[config.mk]
export PLATFORM = sky130hd
export DESIGN_NAME = sal_bank_sched
export DESIGN_NICKNAME = d
export VERILOG_FILES = /design/src/rtl/sal_bank_sched.sv
export SDC_FILE = /design/constraint.sdc
export NUM_CORES = 1
export LEC_CHECK = 0
export CORE_UTILIZATION = 47
export DETAILED_ROUTE_END_ITERATION = 6
export GPL_ROUTABILITY_DRIVEN = 1
export GPL_TIMING_DRIVEN = 0
export HOLD_SLACK_MARGIN = 0.03
export PLACE_DENSITY = 0.88
export SYNTH_ARGS = -nofsm -noshare
export SYNTH_HDL_FRONTEND = slang
export SYNTH_SLANG_ARGS = --single-unit
[constraint.sdc]
create_clock -name i_clk -period 12.5 [get_ports i_clk]
set_input_delay 2.5 -clock i_clk [delete_from_list [all_inputs] [get_ports i_clk]]
set_output_delay 2.5 -clock i_clk [all_outputs]
set_load 0.02 [all_outputs]
[src/rtl/sal_bank_sched.sv]
// -----------------------------------------------------------------------------
// sal_bank_sched
//
// Inter-bank command scheduler between the per-bank DDR2 controllers and the
// command issue stage. Each cycle it collects the ACT/RD/WR/PRE/REF requests
// from all banks, applies the shared timing windows (tRRD, tFAW, tCCD, tWTR,
// tRTW), grants at most one bank/command and registers the chosen command
// toward the issue stage. Per-bank timing (tRCD, tRAS, tRP, ...) is owned by
// the bank controllers.
//
// Ports
//   i_clk, i_rst_n          clock, asynchronous active-low reset
//   i_t_*_m1                shared timing values (cycles minus one)
//   i_*_req [NUM_BANKS]     per-bank request strobes (act/rd/wr/pre/ref)
//   i_ra/ca/id/len/seq      per-bank address and metadata for the request
//   o_*_gnt [NUM_BANKS]     per-bank grants, combinational, one-hot overall
//   i_cmd_ready             issue stage accepts a command this cycle
//   o_cmd_valid             registered command valid (cycle after grant)
//   o_cmd_type              1=ACT 2=RD 3=WR 4=PRE 5=REF, 0 when idle
//   o_cmd_ba/ra/ca          bank index, row and column of the command
//   o_cmd_id/len/seq        transaction metadata of the command
// -----------------------------------------------------------------------------
module sal_bank_sched #(
  parameter int unsigned NUM_BANKS = 4,
  parameter int unsigned BA_W      = 3,
  parameter int unsigned RA_W      = 14,
  parameter int unsigned CA_W      = 10,
  parameter int unsigned ID_W      = 4,
  parameter int unsigned LEN_W     = 8,
  parameter int unsigned SEQ_W     = 8,
  parameter int unsigned TW        = 6
) (
  input  logic                 i_clk,
  input  logic                 i_rst_n,
  // shared timing parameters
  input  logic [TW-1:0]        i_t_rrd_m1,
  input  logic [TW-1:0]        i_t_faw_m1,
  input  logic [TW-1:0]        i_t_ccd_m1,
  input  logic [TW-1:0]        i_t_wtr_m1,
  input  logic [TW-1:0]        i_t_rtw_m1,
  // per-bank requests
  input  logic [NUM_BANKS-1:0] i_act_req,
  input  logic [NUM_BANKS-1:0] i_rd_req,
  input  logic [NUM_BANKS-1:0] i_wr_req,
  input  logic [NUM_BANKS-1:0] i_pre_req,
  input  logic [NUM_BANKS-1:0] i_ref_req,
  input  logic [RA_W-1:0]      i_ra  [NUM_BANKS],
  input  logic [CA_W-1:0]      i_ca  [NUM_BANKS],
  input  logic [ID_W-1:0]      i_id  [NUM_BANKS],
  input  logic [LEN_W-1:0]     i_len [NUM_BANKS],
  input  logic [SEQ_W-1:0]     i_seq [NUM_BANKS],
  // per-bank grants
  output logic [NUM_BANKS-1:0] o_act_gnt,
  output logic [NUM_BANKS-1:0] o_rd_gnt,
  output logic [NUM_BANKS-1:0] o_wr_gnt,
  output logic [NUM_BANKS-1:0] o_pre_gnt,
  output logic [NUM_BANKS-1:0] o_ref_gnt,
  // issue stage
  input  logic                 i_cmd_ready,
  output logic                 o_cmd_valid,
  output logic [2:0]           o_cmd_type,
  output logic [BA_W-1:0]      o_cmd_ba,
  output logic [RA_W-1:0]      o_cmd_ra,
  output logic [CA_W-1:0]      o_cmd_ca,
  output logic [ID_W-1:0]      o_cmd_id,
  output logic [LEN_W-1:0]     o_cmd_len,
  output logic [SEQ_W-1:0]     o_cmd_seq
);

  localparam int unsigned BW = (NUM_BANKS > 1) ? $clog2(NUM_BANKS) : 1;

  localparam logic [2:0] CMD_IDLE = 3'd0;
  localparam logic [2:0] CMD_ACT  = 3'd1;
  localparam logic [2:0] CMD_RD   = 3'd2;
  localparam logic [2:0] CMD_WR   = 3'd3;
  localparam logic [2:0] CMD_PRE  = 3'd4;
  localparam logic [2:0] CMD_REF  = 3'd5;

  // Timing window counters; zero means the window is closed.
  logic [TW-1:0] r_rrd;
  logic [TW-1:0] r_ccd;
  logic [TW-1:0] r_wtr;
  logic [TW-1:0] r_rtw;
  logic [TW-1:0] r_faw [4];
  logic [BW-1:0] r_rr_ptr;

  // Registered command
  logic             r_cmd_valid;
  logic [2:0]       r_cmd_type;
  logic [BA_W-1:0]  r_cmd_ba;
  logic [RA_W-1:0]  r_cmd_ra;
  logic [CA_W-1:0]  r_cmd_ca;
  logic [ID_W-1:0]  r_cmd_id;
  logic [LEN_W-1:0] r_cmd_len;
  logic [SEQ_W-1:0] r_cmd_seq;

  logic [NUM_BANKS-1:0] w_sel_ref, w_sel_rd, w_sel_wr, w_sel_pre, w_sel_act;
  logic [NUM_BANKS-1:0] w_cand_ref, w_cand_col, w_cand_pre, w_cand_act;
  logic [NUM_BANKS-1:0] w_cls_vec;
  logic [NUM_BANKS-1:0] w_onehot;
  logic                 w_rd_ok, w_wr_ok, w_act_ok;
  logic                 w_faw_any;
  logic [1:0]           w_faw_slot;
  logic                 w_found;
  logic [BW-1:0]        w_gnt_idx;
  logic                 w_grant;
  logic [2:0]           w_gnt_type;
  logic                 w_act_g, w_rd_g, w_wr_g;

  function automatic logic [TW-1:0] dec(input logic [TW-1:0] v);
    return (v == '0) ? v : v - TW'(1);
  endfunction

  // A bank presenting several request types keeps only its highest one.
  always_comb begin
    w_sel_ref = i_ref_req;
    w_sel_rd  = ~i_ref_req & i_rd_req;
    w_sel_wr  = ~i_ref_req & ~i_rd_req & i_wr_req;
    w_sel_pre = ~i_ref_req & ~i_rd_req & ~i_wr_req & i_pre_req;
    w_sel_act = ~i_ref_req & ~i_rd_req & ~i_wr_req & ~i_pre_req & i_act_req;
  end

  // Lowest-index free tFAW slot; none free means four ACTs are in flight.
  always_comb begin
    w_faw_any  = 1'b0;
    w_faw_slot = 2'd0;
    for (int i = 3; i >= 0; i--) begin
      if (r_faw[i] == '0) begin
        w_faw_any  = 1'b1;
        w_faw_slot = 2'(i);
      end
    end
  end

  always_comb begin
    w_rd_ok  = (r_ccd == '0) && (r_wtr == '0);
    w_wr_ok  = (r_ccd == '0) && (r_rtw == '0);
    w_act_ok = (r_rrd == '0) && w_faw_any;

    w_cand_ref = w_sel_ref;
    w_cand_col = (w_sel_rd & {NUM_BANKS{w_rd_ok}}) | (w_sel_wr & {NUM_BANKS{w_wr_ok}});
    w_cand_pre = w_sel_pre;
    w_cand_act = w_sel_act & {NUM_BANKS{w_act_ok}};

    // Class choice only looks at eligible candidates, so a blocked
    // higher class falls through to a lower one.
    if (|w_cand_ref)      w_cls_vec = w_cand_ref;
    else if (|w_cand_col) w_cls_vec = w_cand_col;
    else if (|w_cand_pre) w_cls_vec = w_cand_pre;
    else                  w_cls_vec = w_cand_act;
  end

  // Round-robin pick within the winning class, starting at r_rr_ptr.
  always_comb begin
    w_found   = 1'b0;
    w_gnt_idx = '0;
    for (int unsigned i = 0; i < NUM_BANKS; i++) begin
      logic [BW-1:0] j;
      j = BW'((32'(r_rr_ptr) + i) % NUM_BANKS);
      if (!w_found && w_cls_vec[j]) begin
        w_found   = 1'b1;
        w_gnt_idx = j;
      end
    end
  end

  assign w_grant = w_found & i_cmd_ready & i_rst_n;

  always_comb begin
    for (int unsigned b = 0; b < NUM_BANKS; b++) begin
      w_onehot[b] = w_grant && (w_gnt_idx == BW'(b));
    end
  end

  // Each bank has at most one select bit set, so masking the one-hot bank
  // vector with the selects yields a grant that is one-hot across types.
  assign o_ref_gnt = w_onehot & w_sel_ref;
  assign o_rd_gnt  = w_onehot & w_sel_rd;
  assign o_wr_gnt  = w_onehot & w_sel_wr;
  assign o_pre_gnt = w_onehot & w_sel_pre;
  assign o_act_gnt = w_onehot & w_sel_act;

  always_comb begin
    w_gnt_type = CMD_IDLE;
    if (w_grant) begin
      if (w_sel_ref[w_gnt_idx])      w_gnt_type = CMD_REF;
      else if (w_sel_rd[w_gnt_idx])  w_gnt_type = CMD_RD;
      else if (w_sel_wr[w_gnt_idx])  w_gnt_type = CMD_WR;
      else if (w_sel_pre[w_gnt_idx]) w_gnt_type = CMD_PRE;
      else                           w_gnt_type = CMD_ACT;
    end
  end

  assign w_act_g = (w_gnt_type == CMD_ACT);
  assign w_rd_g  = (w_gnt_type == CMD_RD);
  assign w_wr_g  = (w_gnt_type == CMD_WR);

  // A load of v keeps the counter non-zero for the next v cycles; a load
  // on a running counter simply overwrites it.
  always_ff @(posedge i_clk or negedge i_rst_n) begin
    if (!i_rst_n) begin
      r_rrd    <= '0;
      r_ccd    <= '0;
      r_wtr    <= '0;
      r_rtw    <= '0;
      for (int i = 0; i < 4; i++) r_faw[i] <= '0;
      r_rr_ptr <= '0;
    end else begin
      r_rrd <= w_act_g ? i_t_rrd_m1 : dec(r_rrd);
      r_ccd <= (w_rd_g || w_wr_g) ? i_t_ccd_m1 : dec(r_ccd);
      r_wtr <= w_wr_g ? i_t_wtr_m1 : dec(r_wtr);
      r_rtw <= w_rd_g ? i_t_rtw_m1 : dec(r_rtw);
      for (int i = 0; i < 4; i++) begin
        r_faw[i] <= (w_act_g && (w_faw_slot == 2'(i))) ? i_t_faw_m1 : dec(r_faw[i]);
      end
      if (w_grant) begin
        r_rr_ptr <= BW'((32'(w_gnt_idx) + 32'd1) % NUM_BANKS);
      end
    end
  end

  // Command register toward the issue stage.
  always_ff @(posedge i_clk or negedge i_rst_n) begin
    if (!i_rst_n) begin
      r_cmd_valid <= 1'b0;
      r_cmd_type  <= CMD_IDLE;
      r_cmd_ba    <= '0;
      r_cmd_ra    <= '0;
      r_cmd_ca    <= '0;
      r_cmd_id    <= '0;
      r_cmd_len   <= '0;
      r_cmd_seq   <= '0;
    end else if (w_grant) begin
      r_cmd_valid <= 1'b1;
      r_cmd_type  <= w_gnt_type;
      r_cmd_ba    <= BA_W'(w_gnt_idx);
      r_cmd_ra    <= i_ra[w_gnt_idx];
      r_cmd_ca    <= i_ca[w_gnt_idx];
      r_cmd_id    <= i_id[w_gnt_idx];
      r_cmd_len   <= i_len[w_gnt_idx];
      r_cmd_seq   <= i_seq[w_gnt_idx];
    end else begin
      r_cmd_valid <= 1'b0;
      r_cmd_type  <= CMD_IDLE;
    end
  end

  assign o_cmd_valid = r_cmd_valid;
  assign o_cmd_type  = r_cmd_type;
  assign o_cmd_ba    = r_cmd_ba;
  assign o_cmd_ra    = r_cmd_ra;
  assign o_cmd_ca    = r_cmd_ca;
  assign o_cmd_id    = r_cmd_id;
  assign o_cmd_len   = r_cmd_len;
  assign o_cmd_seq   = r_cmd_seq;

endmodule

[Word-level counts from Yosys, hierarchy flattened]
Index checks and enable logic that the tools add are counted.
W data, S select, Z words.
Storage, ports and cells
  bits of input ports: 229
  output and inout port bits: 71
  word-level logic and storage cells: 179
  bits in registers: 100
Operators by class
  reductions and logical operators: 31
  muxes and demuxes: 73
  magnitude comparators: 6
  eq/ne operators: 17
  add/subtract/negate cells: 12
  bitwise gates (word level): 23
Operator list (number)
  $mux W6: 16
  $and A4 B4 Y4: 15
  $logic_not A6 Y1: 8
  $sub A6 B1 Y6 const B: 8
  $bmux W8 S2: 2
  $mux W8: 4
  $bmux W14 S2: 1
  $mux W14: 2
  $bmux W10 S2: 1
  $mux W10: 2
  $mux W4: 5
  $mux W3: 6
  $mux W1: 17
  $bmux W1 S2: 8
  $mux W2: 8
  $ne A2 B2 Y1 const B: 8
  $not A4 Y4: 4
  $lt A2 B3 Y1 const B: 5
  $logic_and A1 B1 Y1: 14
  $reduce_or A4 Y1: 3
  $bmux W4 S2: 1
  $eq A2 B2 Y1 const B: 4
  $eq A3 B2 Y1 const B: 2
  $add A2 B1 Y2 const B: 2
  other kinds (10): 16

[Logic depth before layout (Yosys ltp)]
Gate-level depths: netlist of the first run.
  depth in word-level cells: 32
  depth in mapped cells: 18
  gate-level depth less buffers: 14

[Worst setup path after synthesis of the first run]
Ideal clock, no wire load.
  path kind: input port to output port
  start point: in i_rd_req[1]
  end point: out o_act_gnt[0]
  path buffers: 3
  data arrival time: 5412 ps
  slack: 4588 ps
  required time: 10000 ps
  stages on the path: 14
  cells stage by stage: nor3b_1 > nor2_1 > nand3_1 > a31o_2 > o31a_1 > mux2i_1 > o211a_2 > inv_2 > buf_2 > clkbuf_1 > clkbuf_1 > ha_1 > nand2_1 > nor2_1
Between the ends
  elaborated cells on any way between the ends: 44
  classes of those cells: mux (19); bitwise (15); reduce/logical (10)
RTL lines
  start: declaration: RTL line 43  | input logic [NUM_BANKS-1:0] i_rd_req,
  $not A4 Y4: RTL line 118, 119, 120
  $and A4 B4 Y4: RTL line 118, 119, 120
  $and A4 B4 Y4: RTL line 119, 120
  $and A4 B4 Y4 (2 in a row): RTL line 120  | w_sel_act = ~i_ref_req & ~i_rd_req & ~i_wr_req & ~i_pre_req & i_act_req;
  $and A4 B4 Y4: RTL line 143  | w_cand_act = w_sel_act & {NUM_BANKS{w_act_ok}};
  $mux W4: RTL line 149  | else if (|w_cand_pre) w_cls_vec = w_cand_pre;
  $mux W4 *: RTL line 148  | else if (|w_cand_col) w_cls_vec = w_cand_col;
  $mux W4 *: RTL line 147  | if (|w_cand_ref) w_cls_vec = w_cand_ref;
  (+8 left out)
  $mux W1: RTL line 160  | if (!w_found && w_cls_vec[j]) begin
  $logic_not A1 Y1: RTL line 160
  $logic_and A1 B1 Y1: RTL line 160
  $mux W2 *: RTL line 160
  via w_gnt_idx[0]: RTL line 105  | logic [BW-1:0] w_gnt_idx;
  $logic_not A2 Y1 *: RTL line 171  | w_onehot[b] = w_grant && (w_gnt_idx == BW'(b));
  $logic_and A1 B1 Y1 *: RTL line 171
  $and A4 B4 Y4 *: RTL line 181  | assign o_act_gnt = w_onehot & w_sel_act;
  end: declaration: RTL line 53  | output logic [NUM_BANKS-1:0] o_act_gnt,
Mark *: on every way through the listed nets, which the timed path passes. The rest lies on a longest branch. The select of a mux whose other input is x is not followed.

[Worst setup path after layout of the first run]
  start point: in i_ref_req[1]
  end point: out o_pre_gnt[0]
Between the ends
  elaborated cells on any way between the ends: 45
  classes of those cells: mux (19); bitwise (15); reduce/logical (11)
RTL lines
  start: declaration: RTL line 46  | input logic [NUM_BANKS-1:0] i_ref_req,
  $not A4 Y4
  $and A4 B4 Y4: RTL line 118, 119, 120
  $and A4 B4 Y4: RTL line 119, 120
  $and A4 B4 Y4 (2 in a row): RTL line 120
  $and A4 B4 Y4: RTL line 143
  $mux W4: RTL line 149
  $mux W4: RTL line 148
  $mux W4 *: RTL line 147
  (+8 left out)
  $mux W1: RTL line 160
  $logic_not A1 Y1: RTL line 160
  $logic_and A1 B1 Y1: RTL line 160
  $mux W2 *: RTL line 160
  via w_gnt_idx[0]: RTL line 105
  $logic_not A2 Y1 *: RTL line 171
  $logic_and A1 B1 Y1 *: RTL line 171
  $and A4 B4 Y4 *: RTL line 180  | assign o_pre_gnt = w_onehot & w_sel_pre;
  end: declaration: RTL line 56  | output logic [NUM_BANKS-1:0] o_pre_gnt,
Marks and branches as above.

==> summary.md, run 1 <==
| Metric | Value |
|---|---|
| Outcome | complete, no violations |
| Total gr overflow | 0 |
| Max Slew Vio Count | 0 |
| Slew HR | a little under two fifths |
| Placeable Area | between 10,000 and 15,000 um^2 |
| Worst Path Arrival | ~7.6 ns |
| Die area | between 15,000 and 20,000 um^2 |
| Placement row count | 44 |
| Routed wire per std cell | 17.9 um |
| Maximum VDD drop | a little under 0.09 mV |
| Vias per Instance | approximately 5.6 |
| Vias in the first global route | approximately 8k |
| Total I/O pin count | 300 |
| Post-route ant nets | 0 |
| Critical-path top delay cell | clkdlybuf4s50_1 |
| Critical path endpoint category | output port |
| Sink Count | 100 |
| Synthesized net count | approximately 1.2k |
| Setup-failing EPs final | 0 |
| Post-CTS sizing | 0 |
| Hold Crit Depth | 2 |
| Root buffer cell | clkbuf_16 |
| Ys Warns | 0 |
| R2R depth | 16 |
| EDFF count, synth | 0 |
| RR Endpoint | r_faw[12] |
| Initial DRT Pass Iterations | 5 |
| Die Width | 124 um |
| GRT Total Usage | 33.7% |
| Maximum fanout along the worst path | 11 |
| Reg-to-reg startpoint | r_rrd[0] |
| H-tree depth | 3 |
| CP Cell Sequence | clkdlybuf4s50_1 > nor3b_1 > nor2_1 > nand3_1 > a31o_2 > o31a_1 > mux2i_1 > o211a_2 > inv_2 > buf_2 > clkbuf_1 > clkbuf_1 > ha_1 > nand2_1 > nor2_1 > clkdlybuf4s50_1 |
| Setup TNS | 0 ns |
| Worst Setup EP | o_pre_gnt[0] |
| WL final | 25,700 um |
| Share of post-route cells with drive strength above 1 | 5.11% |
| Main area contributors after synthesis | dfrtp_1 (36%), nand2_1 (9.7%), nor2_1 (9.4%) |
| WS Path Type | in -> out |
| Largest net degree at the start of global routing | roughly 70 |
| Post-Syn Instances | 940 |
| Seq cells post-synth | 100 |
| Clock transition at path regs | around 0.06 ns |
| Fillcell total | around 1.2k |
| PortBufs | 298 |
| Largest area contributor in the netlist | dfrtp_1 |
| Post-synthesis sequential area ratio | 35.6% |
| Final GP Congestion | a little over 0.9 |
| Post-CTS Setup Repair Bufs | 0 |
| CP peak stage delay | roughly 0.63 ns |
| P_leak | ~4.4 nW |
| Ant diodes | 0 |
| Layout net count | between 1k and 1.5k |
| Synth Area per Inst | 7.48 um^2 |
| Startpoint type of the worst setup path | primary input |
| RSZ-0062 raised after global routing | false |
| Area occupied by multi-input gates | 4190 um^2 |
| FF-to-FF setup slack | around 8.1 ns |
| Least-Margin Pin Slew | about 0.9 ns |
| Routed via count | between 8k and 9k |
| Clock Latency Late Sink | approximately 0.36 ns |
| Num CTS Buffers | 9 |
| Hold Path Class | reg -> reg |
| Initial antenna violation count | 0 |
| Asr flop ratio synth | 100% |
| Max Fclk | approximately 99 MHz |
| CTS tree | yes |
| CP Data Required Time | roughly 10 ns |
| Max_cap viols | 0 |
| Synth top area share | between 30% and 40% |
| Die Y | around 120 um |
| Clock buffer depth | 2 |
| Synth-to-layout area growth | 49.8% |
| Clock period minus final worst setup slack | 10.06 ns |
| DRC | 0 |
| First-pass GRT wire length | 41,400 um |
| Crit share post-route | between 80% and 90% |
| Max Clock Skew | just under 0.009 ns |
| Hold Buf Count CTS | 0 |
| Initial Util | approximately half |
| Power per cell area | 172 nW/um^2 |
| Total power draw | ~0.0018 W |
| Post-DP HPWL | 20,000 um |
| Worst setup path start | i_ref_req[1] |
| Mapped Area | roughly 7000 um^2 |
| Main synth FF type | dfrtp_1 |
| Synth unique cells | 74 |
| Final hold vios | 0 |
| Sequential cell area | roughly 2500 um^2 |
| Drt initial violations | roughly 560 |
## where the power goes
part | switching (W) | internal (W) | total [W]
registers | 0.000101 | 0.000457 | 0.000558
clock network | 0.000120 | 0.000143 | 0.000263
logic | 0.000546 | 0.000442 | 0.000988
total | 0.000767 | 0.00104 | 0.00181
## layout make-up
cell class,instances,area share [%]
multi-input combinational,758,39.8
inverter,30,1.07
clock buffer,12,2.43
clock inverter,1,0.0831
timing repair buffer,299,28.6
buffer,52,2.14
tap,184,2.19
sequential,100,23.8
## worst min-delay path by stage
stage                            start            to  slack, ns
after floorplan               r_faw[6]      r_faw[6]       0.44
after detailed placement   o_cmd_id[0]   o_cmd_id[0]       0.47
after global routing      o_cmd_ra[13]  o_cmd_ra[13]       0.50
after global placement     o_cmd_ca[7]   o_cmd_ca[7]       0.46
after CTS                 o_cmd_ra[12]  o_cmd_ra[12]       0.48
final                     o_cmd_len[4]  o_cmd_len[4]       0.48
## cells in the mapped netlist (all sizes together) (6+ instances only)
master and instances:
nor3b 8, nor4 11, and3 11, buf 17, xnor2 19, o21ai 103
nor2 177, inv 30, dfrtp 100, xor2 7, a21oi 13, nand2b 13
a31o 8, nor3 19, or3 7, clkbuf 35, ha 18, o31ai 8
nand2 182, mux2 8, nand3 50, or4 6, a22o 9
## routing by layer
layer  routed length [um]  track usage (%)
met1                 9940             40.1
met2                12600             57.3
met3                 1730             6.23
met4                 1360             18.7
met5                    0                0
## kinds of logic after synthesis
family	share of synthesized area [%]
simple gates	32.3
compound gates	18.9
flops	35.6
buf+inv	4.80
xor+xnor	3.24
fa+ha+maj	3.20
mux	1.90
other cells	0.0533
## worst max-delay path: cells and delay by family
family | cells | cell delay (ns)
AO/OA/AOI/OAI | 3 | 1.01
multiplexers | 1 | 0.17
AND/OR/NAND/NOR | 5 | 1.16
buffers and inverters | 6 | 2.44
adder cells (fa/ha/maj) | 1 | 0.27
## flip-flops by register name (all words and copies together) (netlist names)
name / flops
o_cmd_id: 4
o_cmd_ca: 10
o_cmd_valid: 1
o_cmd_seq: 8
r_faw: 24
o_cmd_ra: 14
r_rtw: 6
r_rr_ptr: 2
o_cmd_type: 3
o_cmd_ba: 2
r_wtr: 6
r_rrd: 6
o_cmd_len: 8
r_ccd: 6
## layout by cell type (no fill, tap or decap), types with 6 or more instances in the layout
master,Yosys,final
nor3_1,18,18
nor4_1,6,6
clkdlybuf4s50_1,0,297
a21oi_1,13,13
nand3_1,49,49
nor3b_1,8,8
a22o_1,8,8
buf_2,6,6
a31o_2,8,8
xor2_1,7,7
clkbuf_16,0,9
mux2_2,7,7
xnor2_1,19,19
inv_1,28,28
and3_1,11,11
buf_1,7,7
nand2_1,182,182
ha_1,18,18
dfrtp_1,100,100
clkbuf_1,35,36
o31ai_1,8,8
nor2_1,176,176
o21ai_0,102,102
nand2b_1,13,13
or3_1,6,6
## through the flow
step	utilization [%]	instance area, um^2	hold WS [ns]	setup slack (ns)	cells
floorplan	-	7030	0.442	4.59	940
global placement	70.2	10200	0.461	1.37	1422
detailed placement	70.4	10300	0.469	2.51	1423
CTS	72.2	10500	0.484	2.50	1436
global route	72.2	10500	0.504	2.15	1436
finish	72.2	10500	0.476	2.44	1436
No activity file was read; power rests on OpenSTA's default activity.
==> run 2, diff against run 1 <==
- CORE_UTILIZATION: 47 -> 39
- PLACE_DENSITY: 0.88 -> 0.78
- clock period: 12.5 -> 8.5 ns (I/O delays scaled with it)
==> summary.md, run 2 (synthesis results as in run 1) <==
| Metric | Value |
|---|---|
| Root buffer cell | clkbuf_16 |
| Num CTS Buffers | 9 (unchanged) |
| First-pass GRT wire length | 39,300 um (-5.0%) |
| Vias per Instance | 5.28 (-5.5%) |
| Clock Latency Late Sink | 0.35 ns (about the same) |
| Routed via count | 7,806 (-2.7%) |
| Routed wire per std cell | 17.2 um (-3.5%) |
| Placeable Area | 17,500 um^2 (+20%) |
| Maximum fanout along the worst path | 11 (unchanged) |
| CP Data Required Time | 6.80 ns (-3.20 ns) |
| Largest register FFs | 24 (unchanged) |
| H-tree depth | 3 (unchanged) |
| Fin cells | 1,479 (+3.0%) |
| Top reg by flops | r_faw |
| Total I/O pin count | 300 (unchanged) |
| Largest net degree at the start of global routing | 53 (-25%) |
| Max_cap viols | 0 (unchanged) |
| Placement row count | 48 (+9.1%) |
| Share of post-route cells with drive strength above 1 | 5.34% (+0.23 points) |
| Post-DP HPWL | 20,500 um (+2.5%) |
| GRT Total Usage | 27.8% (-5.9 points) |
| Crit share post-route | around 96% |
| Initial antenna violation count | 0 (unchanged) |
| CP Cell Sequence | clkdlybuf4s50_1 > nor3_1 > nand2_1 > and3_1 > a41oi_1 > o31a_1 > mux2i_1 > o211a_2 > inv_2 > buf_2 > clkbuf_1 > clkbuf_2 > ha_1 > nand2_1 > nor2_1 > clkdlybuf4s50_1 |
| Startpoint type of the worst setup path | primary input |
| Die Width | 136 um (+9.6%) |
| Max Clock Skew | 0.00826 ns (-0.000459 ns) |
| RSZ-0062 raised after global routing | false |
| Final GP Congestion | 0.946 (+2.8%) |
| P_leak | 4.43 nW (+0.10%) |
| CP peak stage delay | 0.64 ns (about the same) |
| Clock buffer depth | 2 (unchanged) |
| Max Slew Vio Count | 0 (unchanged) |
| Clock transition at path regs | 0.06 ns (about the same) |
| Final hold vios | 0 (unchanged) |
| Critical path endpoint category | output port |
| Fin Hold WS | 0.476 ns (-0.000127 ns) |
| Die area | 18,600 um^2 (+20%) |
| GR peak layer | met2 |
| Initial DRT Pass Iterations | 5 (unchanged) |
| Setup ws final | 0.370 ns (-2.07 ns) |
| Cells after DPL | 1,464 (+2.9%) |
| Power per cell area | 249 nW/um^2 (+45%) |
| Max Fclk | ~120 MHz |
| Utilization after layout | 60.7% (-12 points) |
| CTS tree | yes |
| PortBufs | 298 (unchanged) |
| Synth-to-layout area growth | 50.8% |
| Post-route ant nets | 0 (unchanged) |
| Slew HR | 34.0% (-3.9 points) |
| WL final | 25,500 um (-0.62%) |
| Maximum VDD drop | 0.126 mV (+42%) |
| Setup-failing EPs final | 0 (unchanged) |
| Ant diodes | 0 (unchanged) |
| Vias in the first global route | 7,485 (-6.5%) |
| Clock period minus final worst setup slack | 8.13 ns |
| Outcome | complete, no violations |
| Critical-path top delay cell | clkdlybuf4s50_1 |
| GR Layer Usage met1 | 32.3% (-7.9 points) |
| Most frequent cells in the layout | clkdlybuf4s50_1 (297), nand2_1 (182), nor2_1 (176), o21ai_0 (102), dfrtp_1 (100) |
| Initial Util | 40.2% (-8.0 points) |
| Met2 usage | 47.3% (-10 points) |
| DRC | 0 (unchanged) |
| Dpl ws | 0.0873 ns (-2.42 ns) |
| Sink Count | 100 (unchanged) |
| Worst Path Arrival | 6.43 ns (-1.13 ns) |
| Hold Path Class | reg -> reg |
| Least-Margin Pin Slew | 0.981 ns (+0.0578 ns) |
| Total gr overflow | 0 (unchanged) |
| Die Y | 136 um (+9.6%) |
| M3 GR Usage | 5.85% (-0.37 points) |
| Most common library cell in the layout ignoring fill and taps | clkdlybuf4s50_1 |
| Drt initial violations | 429 (-24%) |
| Fillcell total | 1,590 (+35%) |
| WS Path Type | in -> out |
| Layout net count | 1,497 (unchanged) |
## run 2: cell count changes in the layout (fill, tap and decap cells not counted), sizes merged
cell and delta:
clkbuf +2, clkinvlp +1, inv -1
## run 2: power breakdown
group | total [W] | leakage (nW) | switching, W | internal, W
logic | 0.00143 | 3.08 | 0.000781 | 0.000650
registers | 0.000816 | 1.22 | 0.000145 | 0.000672
clock network | 0.000391 | 0.129 | 0.000177 | 0.000214
total | 0.00264 | 4.43 | 0.00110 | 0.00154
## run 2: layer usage
metal / up-vias / part of all wire [%] / wire [um]
li1: 3837 / - / -
met1: 3591 / 39 / 9970
met2: 309 / 49 / 12500
met3: 69 / 6.6 / 1690
met4: 0 / 5.1 / 1310
met5: - / 0 / 0
## run 2: critical path: cells and delay by family
kind	cells	cell delay [ns]
mux	1	0.15
fa+ha+maj	1	0.26
compound gates	3	0.95
buf+inv	6	2.28
simple gates	5	1.06
## run 2: final timing paths
| kind | startpoint | end | slack [ns] | cells past startpoint |
|---|---|---|---|---|
| max in group asynchronous | i_rst_n | o_cmd_ca[5] | 6.39 | 2 |
| setup reg to reg | r_faw[6] | o_cmd_ra[7] | 4.08 | 17 |
| hold reg to reg | o_cmd_ra[9] | o_cmd_ra[9] | 0.48 | 2 |
| setup / recovery | i_ref_req[2] | o_rd_gnt[2] | 0.37 | 16 |
| hold / removal | o_cmd_ra[9] | o_cmd_ra[9] | 0.48 | 2 |
| min in group asynchronous | i_rst_n | r_ccd[2] | 1.41 | 1 |
## run 2: area by class of cell
class	count	area (um^2)	share of cell area, %
Buffer	52	226	2.14
Clock buffer	14	264	2.49
Sequential cell	100	2500	23.6
Tap cell	225	282	2.65
Inverter	30	113	1.06
Timing Repair Buffer	299	3010	28.4
Multi-Input combinational cell	758	4200	39.6
Clock inverter	1	7.51	0.0708
## run 2: what timing repair did
item                                    4_1_cts  5_1_grt
resized for setup                             0        4
endpoints found under the setup margin        0       10
setup buffers                                 0        0
hold buffers                                  0        0
## run 2: stage by stage
stage               total power [W]  TNS, ns  instance area (um^2)
CTS                         0.00265        0                 10600
detailed placement          0.00225        0                 10300
floorplan                   0.00171        0                  7030
global route                0.00284        0                 10600
finish                      0.00264        0                 10600
global placement            0.00222   -17.18                 10300
==> run 3, diff against run 2 <==
- CORE_UTILIZATION: 39 -> 44
- PLACE_DENSITY: 0.78 -> 0.83
- clock period: 8.5 -> 7.55 ns (I/O delays scaled with it)
==> summary.md, run 3 (synthesis results as in run 1) <==
| Metric | Value |
|---|---|
| Outcome | complete, no violations |
| R2R depth | 18 (+1) |
| Utilization after layout | 69.3% (+8.6 points) |
| Vias in the first global route | 7,897 (+5.5%) |
| Initial Util | 45.7% (+5.5 points) |
| Reg-to-reg startpoint | r_rtw[0] |
| Top Family by Delay on Critical Path | buffers and inverters |
| Most frequent cells in the layout | clkdlybuf4s50_1 (297), nand2_1 (182), nor2_1 (176), o21ai_0 (102), dfrtp_1 (100) |
| Max_cap viols | 0 (unchanged) |
| Die Width | 128 um (-5.8%) |
| CP Data Required Time | 6.04 ns (-0.76 ns) |
| Most common library cell in the layout ignoring fill and taps | clkdlybuf4s50_1 |
| Worst setup path start | i_ref_req[3] |
| Maximum fanout along the worst path | 11 (unchanged) |
| DRC | 0 (unchanged) |
| Setup TNS | 0 ns (unchanged) |
| Routed wire per std cell | 17.4 um (+0.86%) |
| Routed via count | 7,965 (+2.0%) |
| Least-Margin Pin Slew | 0.830 ns (-0.151 ns) |
| Max Fclk | about 140 MHz |
| Placed cell area | 10,300 um^2 (-0.17%) |
| Worst Path Arrival | 5.80 ns (-0.63 ns) |
| Slew HR | 44.1% (+10 points) |
| Maximum VDD drop | 0.134 mV (+6.0%) |
| Dpl ws | -0.314 ns (-0.401 ns) |
| Post-route ant nets | 0 (unchanged) |
| Largest register FFs | 24 (unchanged) |
| Final hold vios | 0 (unchanged) |
| Reg power frac | 30.6% (-0.3 points) |
| Max Slew Vio Count | 0 (unchanged) |
| CTS tree | yes |
| Root buffer cell | clkbuf_16 |
| WS Path Type | in -> out |
| FF-to-FF setup slack | 2.89 ns (-1.19 ns) |
| Min-delay src | o_cmd_id[2] |
| Hold Path Class | reg -> reg |
| Clock Latency Late Sink | 0.35 ns (about the same) |
| NetSw | 0.00126 W (+14%) |
| Sink Count | 100 (unchanged) |
| Critical-path top delay cell | clkdlybuf4s50_1 |
| Final GP Congestion | 0.935 (-1.1%) |
| Fillcell total | 1,308 (-18%) |
| Clock transition at path regs | 0.06 ns (about the same) |
| Cells after DPL | 1,450 (-0.96%) |
| CP Cell Sequence | clkdlybuf4s50_1 > or4_4 > or3_1 > o31a_1 > o211a_2 > inv_2 > buf_2 > clkbuf_2 > clkbuf_2 > ha_1 > nand2_1 > nor2_1 > clkdlybuf4s50_1 |
| Synth-to-layout area growth | 51.5% |
| Die Y | 128 um (-5.8%) |
| Clock buffer depth | 2 (unchanged) |
| Stages on worst setup path | 13 (-3) |
| Die area | 16,500 um^2 (-11%) |
| Hold Crit Depth | 2 (unchanged) |
| Fin area | 10,700 um^2 (+0.45%) |
| Num CTS Buffers | 9 (unchanged) |
| First-pass GRT wire length | 40,600 um (+3.2%) |
| Initial DRT Pass Iterations | 5 (unchanged) |
| Drt initial violations | 616 (+44%) |
| Largest net degree at the start of global routing | 54 (+1.9%) |
| P_leak | 4.46 nW (+0.81%) |
| Clk pwr share | 15.9% (+1.1 points) |
| Crit share post-route | roughly 97% |
| Setup-failing EPs final | 0 (unchanged) |
| Critical path endpoint category | output port |
| Post-DP HPWL | 20,400 um (-0.72%) |
| PortBufs | 298 (unchanged) |
| Fin cells | 1,469 (-0.68%) |
| Placement row count | 45 (-6.3%) |
| GRT Total Usage | 31.8% (+4.0 points) |
| H-tree depth | 3 (unchanged) |
| Startpoint type of the worst setup path | primary input |
| Top reg by flops | r_faw |
| Switching Fraction | 41.7% (-0.14 points) |
| P_int | 0.00176 W (+15%) |
| Clock period minus final worst setup slack | ~7.3 ns |
| Layout net count | 1,498 (+0.067%) |
| Setup ws final | 0.236 ns (-0.134 ns) |
| Total I/O pin count | 300 (unchanged) |
| Total gr overflow | 0 (unchanged) |
| Max Clock Skew | 0.00721 ns (-0.00105 ns) |
| Vias per Instance | 5.42 (+2.7%) |
| Combinational fraction of design power | 53.5% (-0.7 points) |
| Initial antenna violation count | 2 (+2) |
| Share of post-route cells with drive strength above 1 | 6.05% (+0.71 points) |
| WL final | 25,600 um (+0.18%) |
| Power per cell area | 284 nW/um^2 (+14%) |
| CP peak stage delay | 0.65 ns (about the same) |
| Worst path bufs/invs | 6 (unchanged) |
| Placeable Area | 15,400 um^2 (-12%) |
## run 3: cell types whose count changed in the layout (fill, tap and decap cells not counted), sizes merged
cell	previous run	this run
clkbuf	49	46
buf	19	21
clkinv	0	2
diode	0	2
bufinv	0	1
## run 3: through the flow
| stage | hold slack, ns | total power (W) |
|---|---|---|
| 2_1_floorplan | 0.442 | 0.00193 |
| 3_3_place_gp | 0.461 | 0.00249 |
| 3_5_place_dp | 0.469 | 0.00254 |
| 4_1_cts | 0.483 | 0.00303 |
| 5_1_grt | 0.506 | 0.00325 |
| 6_report | 0.476 | 0.00302 |
## run 3: layout make-up
class / instances / area (um^2) / area share, %
Tap cell: 211 / 264 / 2.48
Multi-Input combinational cell: 758 / 4210 / 39.6
Inverter: 30 / 113 / 1.06
Clock inverter: 4 / 47.5 / 0.446
Sequential cell: 100 / 2500 / 23.5
Antenna cell: 2 / 5.00 / 0.0470
Timing Repair Buffer: 302 / 3030 / 28.5
Clock buffer: 12 / 256 / 2.41
Buffer: 50 / 220 / 2.07
## run 3: final timing paths
| kind | end |
|---|---|
| min | o_cmd_id[2] |
| min in group asynchronous | r_rtw[3] |
| max in group asynchronous | o_cmd_ca[6] |
| max | o_act_gnt[0] |
| max reg2reg | r_faw[12] |
| min reg2reg | o_cmd_id[2] |
## run 3: power groups by stage
stage | logic [W] | registers [W] | clock network [W]
2_1_floorplan | 0.000933 | 0.000996 | 0
3_3_place_gp | 0.00157 | 0.000918 | 0
3_5_place_dp | 0.00161 | 0.000930 | 0
4_1_cts | 0.00162 | 0.000923 | 0.000485
5_1_grt | 0.00179 | 0.000952 | 0.000505
6_report | 0.00162 | 0.000924 | 0.000480
## run 3: what timing repair did
item,CTS,global route
hold endpoints to repair,0,0
pin swaps,0,1
setup endpoints to repair,13,19
hold buffers,0,0
gates resized for setup,5,1
buffers inserted,0,3
## run 3: metal layers
layer	up-vias	GRT usage (%)	part of all wire, %	wire length, um
met4	2	17.2	4.9	1250
met5	-	0	0.051	13
met1	3722	36.5	39	9920
met3	79	6.32	6.2	1590
li1	3843	-	-	-
met2	319	55.9	50	12800
## run 3: worst min-delay path, stage by stage (launching register included)
cell and delay, ns:
dfrtp_1 0.34, nand2_1 0.04, o21ai_0 0.06
